[src/rtl/axi_lite_xbar_map_ctrl_pkg.sv]
// Shared types and helpers for the crossbar map controller.
package axi_lite_xbar_map_ctrl_pkg;

    typedef enum logic [1:0] {
        IDLE,
        CLOSE,
        DRAIN,
        SWAP
    } state_e;

    // Width of a counter that must hold 0..max_trans inclusive.
    function automatic int unsigned cnt_width(input int unsigned max_trans);
        return (max_trans > 0) ? $clog2(max_trans + 1) : 1;
    endfunction

endpackage

[src/rtl/axi_pkg.sv]
// Minimal AXI package slice: address-rule type shared with the crossbar.
package axi_pkg;

    typedef struct packed {
        int unsigned idx;
        logic [63:0] start_addr;
        logic [63:0] end_addr;
    } xbar_rule_64_t;

endpackage

[src/rtl/axi_lite_xbar_map_ctrl_if.sv]
// Crossbar slave-port handshake taps (post-gate) and the channel gates.
interface axi_lite_xbar_map_ctrl_if #(
    parameter int unsigned NoSlvPorts = 2
) ();

    logic [NoSlvPorts-1:0] aw_valid;
    logic [NoSlvPorts-1:0] aw_ready;
    logic [NoSlvPorts-1:0] b_valid;
    logic [NoSlvPorts-1:0] b_ready;
    logic [NoSlvPorts-1:0] ar_valid;
    logic [NoSlvPorts-1:0] ar_ready;
    logic [NoSlvPorts-1:0] r_valid;
    logic [NoSlvPorts-1:0] r_ready;
    logic [NoSlvPorts-1:0] aw_gate;
    logic [NoSlvPorts-1:0] ar_gate;

    // Crossbar / integrator side: provides the taps, consumes the gates.
    modport master (
        output aw_valid, aw_ready, b_valid, b_ready,
        output ar_valid, ar_ready, r_valid, r_ready,
        input  aw_gate, ar_gate
    );

    // Controller side.
    modport slave (
        input  aw_valid, aw_ready, b_valid, b_ready,
        input  ar_valid, ar_ready, r_valid, r_ready,
        output aw_gate, ar_gate
    );

endinterface

[src/rtl/axi_lite_xbar_txn_cnt.sv]
// Saturating up/down counter of outstanding transactions on one channel pair.
module axi_lite_xbar_txn_cnt
    import axi_lite_xbar_map_ctrl_pkg::*;
#(
    parameter  int unsigned MaxTrans = 8,
    localparam int unsigned CntWidth = cnt_width(MaxTrans)
) (
    input  logic clk_i,
    input  logic rst_i,
    input  logic inc_i,
    input  logic dec_i,
    output logic zero_o,
    output logic err_o
);

    logic [CntWidth-1:0] cnt_q, cnt_d;
    logic                at_max, at_zero;

    assign at_max  = (cnt_q == CntWidth'(MaxTrans));
    assign at_zero = (cnt_q == '0);
    assign zero_o  = at_zero;

    // Next count: saturate at both ends and flag the attempted over/underflow.
    always_comb begin
        cnt_d = cnt_q;
        err_o = 1'b0;
        if (inc_i && !dec_i) begin
            if (at_max) begin
                err_o = 1'b1;
            end else begin
                cnt_d = cnt_q + 1'b1;
            end
        end else if (dec_i && !inc_i) begin
            if (at_zero) begin
                err_o = 1'b1;
            end else begin
                cnt_d = cnt_q - 1'b1;
            end
        end
    end

    // Count register.
    always_ff @(posedge clk_i or posedge rst_i) begin
        if (rst_i) begin
            cnt_q <= '0;
        end else begin
            cnt_q <= cnt_d;
        end
    end

endmodule

[src/rtl/axi_lite_xbar_map_ctrl.sv]
// Crossbar address-map / default-port controller: shadow config, quiesce, atomic swap.
module axi_lite_xbar_map_ctrl
    import axi_lite_xbar_map_ctrl_pkg::*;
#(
    parameter  int unsigned NoSlvPorts   = 2,
    parameter  int unsigned NoMstPorts   = 4,
    parameter  int unsigned NoAddrRules  = 4,
    parameter  int unsigned MaxTrans     = 8,
    parameter  type         rule_t       = axi_pkg::xbar_rule_64_t,
    localparam int unsigned MstIdxWidth  = (NoMstPorts > 1) ? $clog2(NoMstPorts) : 1,
    localparam int unsigned RuleIdxWidth = (NoAddrRules > 1) ? $clog2(NoAddrRules) : 1,
    localparam int unsigned PortIdxWidth = (NoSlvPorts > 1) ? $clog2(NoSlvPorts) : 1
) (
    input  logic                                  clk_i,
    input  logic                                  rst_i,
    input  logic                                  cfg_rule_we_i,
    input  logic [RuleIdxWidth-1:0]               cfg_rule_idx_i,
    input  rule_t                                 cfg_rule_i,
    input  logic                                  cfg_dflt_we_i,
    input  logic [PortIdxWidth-1:0]               cfg_dflt_port_i,
    input  logic                                  cfg_dflt_en_i,
    input  logic [MstIdxWidth-1:0]                cfg_dflt_mst_i,
    input  logic                                  commit_i,
    output logic                                  busy_o,
    output logic                                  done_o,
    output logic                                  cfg_err_o,
    axi_lite_xbar_map_ctrl_if.slave               tap_if,
    output rule_t [NoAddrRules-1:0]               addr_map_o,
    output logic [NoSlvPorts-1:0]                 en_default_mst_port_o,
    output logic [NoSlvPorts-1:0][MstIdxWidth-1:0] default_mst_port_o
);

    state_e                                 state_q;
    logic [NoSlvPorts-1:0]                  aw_gate_q, ar_gate_q;
    logic                                   busy_q, done_q, cfg_err_q;
    rule_t [NoAddrRules-1:0]                shadow_rule_q, active_rule_q;
    logic [NoSlvPorts-1:0]                  shadow_en_q, active_en_q;
    logic [NoSlvPorts-1:0][MstIdxWidth-1:0] shadow_mst_q, active_mst_q;

    logic [NoSlvPorts-1:0] aw_hs, b_hs, ar_hs, r_hs;
    logic [NoSlvPorts-1:0] aw_pend, ar_pend;
    logic [NoSlvPorts-1:0] w_zero, r_zero, w_err, r_err;
    logic                  all_closed, all_idle, cnt_err, cfg_req;

    assign aw_hs   = tap_if.aw_valid & tap_if.aw_ready;
    assign b_hs    = tap_if.b_valid  & tap_if.b_ready;
    assign ar_hs   = tap_if.ar_valid & tap_if.ar_ready;
    assign r_hs    = tap_if.r_valid  & tap_if.r_ready;
    assign aw_pend = tap_if.aw_valid & ~tap_if.aw_ready;
    assign ar_pend = tap_if.ar_valid & ~tap_if.ar_ready;

    assign all_closed = &{aw_gate_q, ar_gate_q};
    assign all_idle   = &{w_zero, r_zero};
    assign cnt_err    = |{w_err, r_err};
    assign cfg_req    = cfg_rule_we_i | cfg_dflt_we_i | commit_i;

    for (genvar p = 0; p < NoSlvPorts; p++) begin : g_cnt
        axi_lite_xbar_txn_cnt #(
            .MaxTrans (MaxTrans)
        ) i_wr_cnt (
            .clk_i  (clk_i),
            .rst_i  (rst_i),
            .inc_i  (aw_hs[p]),
            .dec_i  (b_hs[p]),
            .zero_o (w_zero[p]),
            .err_o  (w_err[p])
        );

        axi_lite_xbar_txn_cnt #(
            .MaxTrans (MaxTrans)
        ) i_rd_cnt (
            .clk_i  (clk_i),
            .rst_i  (rst_i),
            .inc_i  (ar_hs[p]),
            .dec_i  (r_hs[p]),
            .zero_o (r_zero[p]),
            .err_o  (r_err[p])
        );
    end

    // Commit sequencer: shadow writes in IDLE, close gates, drain, swap.
    // Gates start closing on the commit edge itself so that an idle crossbar
    // is fully closed one cycle after commit; a channel with a pending beat
    // keeps its gate open until that beat is accepted.
    always_ff @(posedge clk_i or posedge rst_i) begin
        if (rst_i) begin
            state_q       <= IDLE;
            aw_gate_q     <= '0;
            ar_gate_q     <= '0;
            busy_q        <= 1'b0;
            done_q        <= 1'b0;
            cfg_err_q     <= 1'b0;
            shadow_rule_q <= '0;
            active_rule_q <= '0;
            shadow_en_q   <= '0;
            active_en_q   <= '0;
            shadow_mst_q  <= '0;
            active_mst_q  <= '0;
        end else begin
            done_q    <= 1'b0;
            cfg_err_q <= cnt_err | ((state_q != IDLE) && cfg_req);
            case (state_q)
                IDLE: begin
                    if (cfg_rule_we_i) begin
                        shadow_rule_q[cfg_rule_idx_i] <= cfg_rule_i;
                    end
                    if (cfg_dflt_we_i) begin
                        shadow_en_q[cfg_dflt_port_i]  <= cfg_dflt_en_i;
                        shadow_mst_q[cfg_dflt_port_i] <= cfg_dflt_mst_i;
                    end
                    if (commit_i) begin
                        state_q   <= CLOSE;
                        busy_q    <= 1'b1;
                        aw_gate_q <= aw_gate_q | ~aw_pend;
                        ar_gate_q <= ar_gate_q | ~ar_pend;
                    end
                end
                CLOSE: begin
                    aw_gate_q <= aw_gate_q | ~aw_pend;
                    ar_gate_q <= ar_gate_q | ~ar_pend;
                    if (all_closed) begin
                        state_q <= DRAIN;
                    end
                end
                DRAIN: begin
                    if (all_idle) begin
                        state_q <= SWAP;
                    end
                end
                SWAP: begin
                    active_rule_q <= shadow_rule_q;
                    active_en_q   <= shadow_en_q;
                    active_mst_q  <= shadow_mst_q;
                    aw_gate_q     <= '0;
                    ar_gate_q     <= '0;
                    busy_q        <= 1'b0;
                    done_q        <= 1'b1;
                    state_q       <= IDLE;
                end
                default: begin
                    state_q <= IDLE;
                end
            endcase
        end
    end

    assign tap_if.aw_gate        = aw_gate_q;
    assign tap_if.ar_gate        = ar_gate_q;
    assign busy_o                = busy_q;
    assign done_o                = done_q;
    assign cfg_err_o             = cfg_err_q;
    assign addr_map_o            = active_rule_q;
    assign en_default_mst_port_o = active_en_q;
    assign default_mst_port_o    = active_mst_q;

endmodule
[src/flat_wrapper.sv]
// flat-port wrapper written by rule: the top's interface ports become plain ports
module axi_lite_xbar_map_ctrl_flat import axi_lite_xbar_map_ctrl_pkg::*;
#(
    parameter  int unsigned NoSlvPorts   = 2,
    parameter  int unsigned NoMstPorts   = 4,
    parameter  int unsigned NoAddrRules  = 4,
    parameter  int unsigned MaxTrans     = 8,
    parameter  type         rule_t       = axi_pkg::xbar_rule_64_t,
    localparam int unsigned MstIdxWidth  = (NoMstPorts > 1) ? $clog2(NoMstPorts) : 1,
    localparam int unsigned RuleIdxWidth = (NoAddrRules > 1) ? $clog2(NoAddrRules) : 1,
    localparam int unsigned PortIdxWidth = (NoSlvPorts > 1) ? $clog2(NoSlvPorts) : 1
)
  (clk_i, rst_i, cfg_rule_we_i, cfg_rule_idx_i, cfg_rule_i, cfg_dflt_we_i, cfg_dflt_port_i, cfg_dflt_en_i, cfg_dflt_mst_i, commit_i, busy_o, done_o, cfg_err_o, addr_map_o, en_default_mst_port_o, default_mst_port_o, tap_if_aw_valid, tap_if_aw_ready, tap_if_b_valid, tap_if_b_ready, tap_if_ar_valid, tap_if_ar_ready, tap_if_r_valid, tap_if_r_ready, tap_if_aw_gate, tap_if_ar_gate);
  axi_lite_xbar_map_ctrl_if #(.NoSlvPorts(NoSlvPorts)) tap_if_i ();
  input  logic clk_i;
  input  logic rst_i;
  input  logic cfg_rule_we_i;
  input  logic [RuleIdxWidth-1:0] cfg_rule_idx_i;
  input  rule_t cfg_rule_i;
  input  logic cfg_dflt_we_i;
  input  logic [PortIdxWidth-1:0] cfg_dflt_port_i;
  input  logic cfg_dflt_en_i;
  input  logic [MstIdxWidth-1:0] cfg_dflt_mst_i;
  input  logic commit_i;
  output logic busy_o;
  output logic done_o;
  output logic cfg_err_o;
  output rule_t [NoAddrRules-1:0] addr_map_o;
  output logic [NoSlvPorts-1:0] en_default_mst_port_o;
  output logic [NoSlvPorts-1:0][MstIdxWidth-1:0] default_mst_port_o;
  input wire logic [$bits(tap_if_i.aw_valid)-1:0] tap_if_aw_valid;
  input wire logic [$bits(tap_if_i.aw_ready)-1:0] tap_if_aw_ready;
  input wire logic [$bits(tap_if_i.b_valid)-1:0] tap_if_b_valid;
  input wire logic [$bits(tap_if_i.b_ready)-1:0] tap_if_b_ready;
  input wire logic [$bits(tap_if_i.ar_valid)-1:0] tap_if_ar_valid;
  input wire logic [$bits(tap_if_i.ar_ready)-1:0] tap_if_ar_ready;
  input wire logic [$bits(tap_if_i.r_valid)-1:0] tap_if_r_valid;
  input wire logic [$bits(tap_if_i.r_ready)-1:0] tap_if_r_ready;
  output wire logic [$bits(tap_if_i.aw_gate)-1:0] tap_if_aw_gate;
  output wire logic [$bits(tap_if_i.ar_gate)-1:0] tap_if_ar_gate;
  assign tap_if_i.aw_valid = tap_if_aw_valid;
  assign tap_if_i.aw_ready = tap_if_aw_ready;
  assign tap_if_i.b_valid = tap_if_b_valid;
  assign tap_if_i.b_ready = tap_if_b_ready;
  assign tap_if_i.ar_valid = tap_if_ar_valid;
  assign tap_if_i.ar_ready = tap_if_ar_ready;
  assign tap_if_i.r_valid = tap_if_r_valid;
  assign tap_if_i.r_ready = tap_if_r_ready;
  assign tap_if_aw_gate = tap_if_i.aw_gate;
  assign tap_if_ar_gate = tap_if_i.ar_gate;
  axi_lite_xbar_map_ctrl #(.NoSlvPorts(NoSlvPorts), .NoMstPorts(NoMstPorts), .NoAddrRules(NoAddrRules), .MaxTrans(MaxTrans), .rule_t(rule_t)) u_core (.clk_i(clk_i), .rst_i(rst_i), .cfg_rule_we_i(cfg_rule_we_i), .cfg_rule_idx_i(cfg_rule_idx_i), .cfg_rule_i(cfg_rule_i), .cfg_dflt_we_i(cfg_dflt_we_i), .cfg_dflt_port_i(cfg_dflt_port_i), .cfg_dflt_en_i(cfg_dflt_en_i), .cfg_dflt_mst_i(cfg_dflt_mst_i), .commit_i(commit_i), .busy_o(busy_o), .done_o(done_o), .cfg_err_o(cfg_err_o), .tap_if(tap_if_i), .addr_map_o(addr_map_o), .en_default_mst_port_o(en_default_mst_port_o), .default_mst_port_o(default_mst_port_o));
endmodule
[config.mk]
export PLATFORM = sky130hd
export DESIGN_NAME = axi_lite_xbar_map_ctrl_flat
export DESIGN_NICKNAME = d
export VERILOG_FILES = /design/src/rtl/axi_lite_xbar_map_ctrl_pkg.sv /design/src/rtl/axi_pkg.sv /design/src/rtl/axi_lite_xbar_map_ctrl_if.sv /design/src/rtl/axi_lite_xbar_txn_cnt.sv /design/src/rtl/axi_lite_xbar_map_ctrl.sv /design/src/flat_wrapper.sv
export SDC_FILE = /design/constraint.sdc
export NUM_CORES = 2
export LEC_CHECK = 0
export ABC_CLOCK_PERIOD_IN_PS = 54500
export CORE_AREA = 2 2 328 330
export CTS_BUF_LIST = sky130_fd_sc_hd__clkbuf_8
export CTS_CLUSTER_DIAMETER = 80
export DETAILED_ROUTE_END_ITERATION = 7
export DIE_AREA = 0 0 330 332
export PLACE_DENSITY_LB_ADDON = 0.1
export SYNTH_ARGS = -nofsm -noshare
export SYNTH_HDL_FRONTEND = slang
export SYNTH_HIERARCHICAL = 1
export SYNTH_SLANG_ARGS = --single-unit
[constraint.sdc]
create_clock -name clk_i -period 54.5 [get_ports clk_i]
set_clock_uncertainty 0.15 [all_clocks]
set_input_delay 8.175 -clock clk_i [delete_from_list [all_inputs] [get_ports clk_i]]
set_output_delay 8.175 -clock clk_i [all_outputs]
set_load 0.01 [all_outputs]
==> results.json <==
{
  "rows": 120,
  "critPathKind": "input pin to asynchronous set/reset pin",
  "grt_pass1_wl_um": 193000,
  "seq_area_frac_synth_pct": 66.6,
  "hold_start": "u_core/shadow_rule_q[255]",
  "dieWidth_um": 330,
  "cts_setup_buffers": 0,
  "violations": "DRC",
  "syn_avg_cell_area_um2": 17.0,
  "dieHeight_um": 332,
  "syn-num-nets": 3112,
  "place_congestion": 0.837,
  "endpoint_kind": "asynchronous set/reset pin",
  "drtPass1Iterations": 7,
  "initial_core_util_pct": 46.5,
  "hold_viol_final": 0,
  "finalMaxSlewViolations": 0,
  "worst_pin_slew_ns": 1.14,
  "antenna_found_initial": 15,
  "overflow": 0,
  "portBuffers": 839,
  "root_buffer": "clkbuf_8",
  "htreeDepth": 4,
  "rsz0062_at_grt": "false",
  "dr.first_iter.drc_count": 1335,
  "cp.required_ns": 55.14,
  "dieArea_mm2": 0.110,
  "p_total_mw": 4.10,
  "cts_made_buffers": 209,
  "clock.fmax_ghz": 0.0889,
  "setup_tns_ns": 0,
  "p_per_area_mw_per_mm2": 64.5,
  "register_area_mm2": 0.0330,
  "cts.repair.resized": 0,
  "core_area_mm2": 0.106,
  "ir_drop_mv": 0.0351,
  "design_area_mm2": 0.0636,
  "ys_types": 35,
  "critPathLaunch": "rst_i",
  "r2r-start": "u_core/state_q[1]",
  "clock_sinks": 1317,
  "viasPerCell": 5.12,
  "synth_seq_cells": 1317,
  "finalSetupViolCount": 0,
  "status": "finished, violations left",
  "hp-class": "register to register",
  "grt_usage_pct": 23.4,
  "clk_pin_slew_ns": 0.07,
  "cp_data_arrival_time_ns": 11.90,
  "drive_above_1_share_pct": 31.2,
  "cts_hold_repair.buffers": 0,
  "cp-start-kind": "input pin",
  "area_delta_synth_final_pct": 28.4,
  "clk-insertion-delay-late_ns": 0.87,
  "worst-path-max-fanout": 209,
  "fin_crit_sh_pct": 20.7,
  "drc": 104,
  "synth_cells": 2907,
  "grt_pass1_vias": 30800,
  "hpwlAfterDp_um": 87200,
  "drv_cap": 0,
  "multi_input_area_mm2": 0.0157,
  "num-fill-cells": 8118,
  "ys_warn_count": 6,
  "dpl_cell_area_mm2": 0.0592,
  "syn_area_mm2": 0.0495,
  "power_leakage_nw": 28.1,
  "grt_start_max_net_pins": 210,
  "fin_nets": 4047,
  "fin_crit_ns": 11.25,
  "clk_path_buf_depth": 3,
  "vias": 27800,
  "slew_headroom_pct": 24.1,
  "cts_tree": "done",
  "routedWlPerCell_um": 23.6,
  "ios": 840,
  "ant_nets": 0,
  "routed_wl_um": 128000
}
path summary, 6_finish.rpt:
| path | end | slack [ns] | cells after the start |
|---|---|---|---|
| setup / recovery | u_core/addr_map_o[373] | 43.25 | 5 |
| hold / removal | u_core/addr_map_o[255] | 0.32 | 1 |
| setup reg to reg | u_core/addr_map_o[219] | 49.93 | 5 |
| hold reg to reg | u_core/addr_map_o[255] | 0.32 | 1 |
| max in group clk_i | u_core/shadow_rule_q[136] | 43.90 | 6 |
| min in group asynchronous | u_core/g_cnt[1].i_wr_cnt/cnt_q[1] | 7.68 | 2 |
stage by stage:
step | utilization [%] | std cells | hold slack, ns | setup slack, ns
2_1_floorplan | - | 2907 | 0.302 | 9.50
3_3_place_gp | 55.7 | 5034 | 0.311 | 42.37
3_5_place_dp | 55.7 | 5034 | 0.318 | 42.21
4_1_cts | 59.8 | 5418 | 0.321 | 43.18
5_1_grt | 59.8 | 5422 | 0.317 | 42.71
6_report | 59.8 | 5425 | 0.318 | 43.25
final cells by class:
type                            count  area share [%]
Multi-Input combinational cell   1440            24.7
Antenna cell                        7          0.0276
Sequential cell                  1317            51.9
Tap cell                         1403            2.76
Clock buffer                      269            5.83
Clock inverter                    115            1.06
Inverter                            7          0.0532
Timing Repair Buffer              867            13.7
layout by cell type, fill, tap and decap left out, types with 6 or more instances in the layout:
master	netlist	final
ha_1	14	13
and2_1	8	8
clkinv_2	0	32
mux2_2	893	893
clkbuf_8	0	269
a21oi_1	14	14
xor2_1	8	8
diode_2	0	7
buf_12	0	7
mux2_1	400	400
dfrtp_1	1317	1317
buf_4	12	21
inv_1	7	73
nand2_1	14	14
clkdlybuf4s50_1	0	839
xnor2_1	12	12
nor2_1	6	6
metal layers:
layer	routed length, um	GRT usage [%]	vias up
met2	64200	39.6	753
met3	10300	7.99	252
met4	5030	9.93	16
met1	48700	27.0	14500
li1	-	-	12200
met5	106	0	-
flip-flops by register name, summed over array words and instances (netlist names):
register	count
u_core/addr_map_o	640
u_core/busy_o	1
u_core/cfg_err_o	1
u_core/default_mst_port_o	4
u_core/done_o	1
u_core/en_default_mst_port_o	2
u_core/g_cnt.i_rd_cnt/cnt_q	8
u_core/g_cnt.i_wr_cnt/cnt_q	8
u_core/shadow_en_q	2
u_core/shadow_mst_q	4
u_core/shadow_rule_q	640
u_core/state_q	2
u_core/tap_if.ar_gate	2
u_core/tap_if.aw_gate	2
cell usage after synthesis:
| master | n | area share (%) |
|---|---|---|
| and3_2 | 1 | 0.015 |
| nand2_1 | 14 | 0.11 |
| nor2_1 | 6 | 0.046 |
| a21boi_0 | 4 | 0.061 |
| a21oi_1 | 14 | 0.14 |
| buf_6 | 10 | 0.23 |
| and3_1 | 3 | 0.038 |
| mux2_1 | 400 | 9.1 |
| nand2b_1 | 4 | 0.051 |
| nand4_1 | 3 | 0.038 |
| o21ai_0 | 2 | 0.020 |
| buf_4 | 12 | 0.18 |
| nand4b_1 | 2 | 0.035 |
| buf_2 | 109 | 1.1 |
| and2_1 | 8 | 0.10 |
| xor2_1 | 8 | 0.14 |
| a21oi_4 | 4 | 0.13 |
| nor4_1 | 5 | 0.063 |
| ha_1 | 14 | 0.35 |
| nor3_2 | 5 | 0.10 |
| a2bb2oi_1 | 5 | 0.089 |
| a221oi_1 | 1 | 0.018 |
| xnor2_1 | 12 | 0.21 |
| dfrtp_1 | 1317 | 67 |
| or3b_1 | 4 | 0.071 |
| clkbuf_1 | 7 | 0.053 |
| o21ai_2 | 4 | 0.071 |
| inv_1 | 7 | 0.053 |
| nand3b_1 | 5 | 0.076 |
| mux2_2 | 893 | 20 |
| nor3_1 | 5 | 0.051 |
| nor2b_1 | 5 | 0.063 |
| nand3_1 | 5 | 0.051 |
| fa_1 | 4 | 0.16 |
| buf_1 | 5 | 0.038 |
cells by family after synthesis:
family / Yosys count / synth area share (%)
compound gates: 34 / 0.531
simple gates: 75 / 0.905
flops: 1317 / 66.6
xor+xnor: 20 / 0.354
mux: 1293 / 29.4
fa+ha+maj: 18 / 0.516
buf+inv: 150 / 1.66
critical path, stage by stage:
cell and delay, ns:
clkdlybuf4s50_1 0.57, inv_8 0.69, buf_4 0.65, buf_4 0.73, buf_12 0.81
power by group:
group | total, mW | leakage, nW | internal, mW | switching [mW]
Combinational | 1.52 | 9.45 | 0.892 | 0.627
Sequential | 1.73 | 16.1 | 1.47 | 0.260
Clock | 0.852 | 2.53 | 0.467 | 0.385
Total | 4.10 | 28.1 | 2.83 | 1.27
Power figures use the tool's default switching activity.
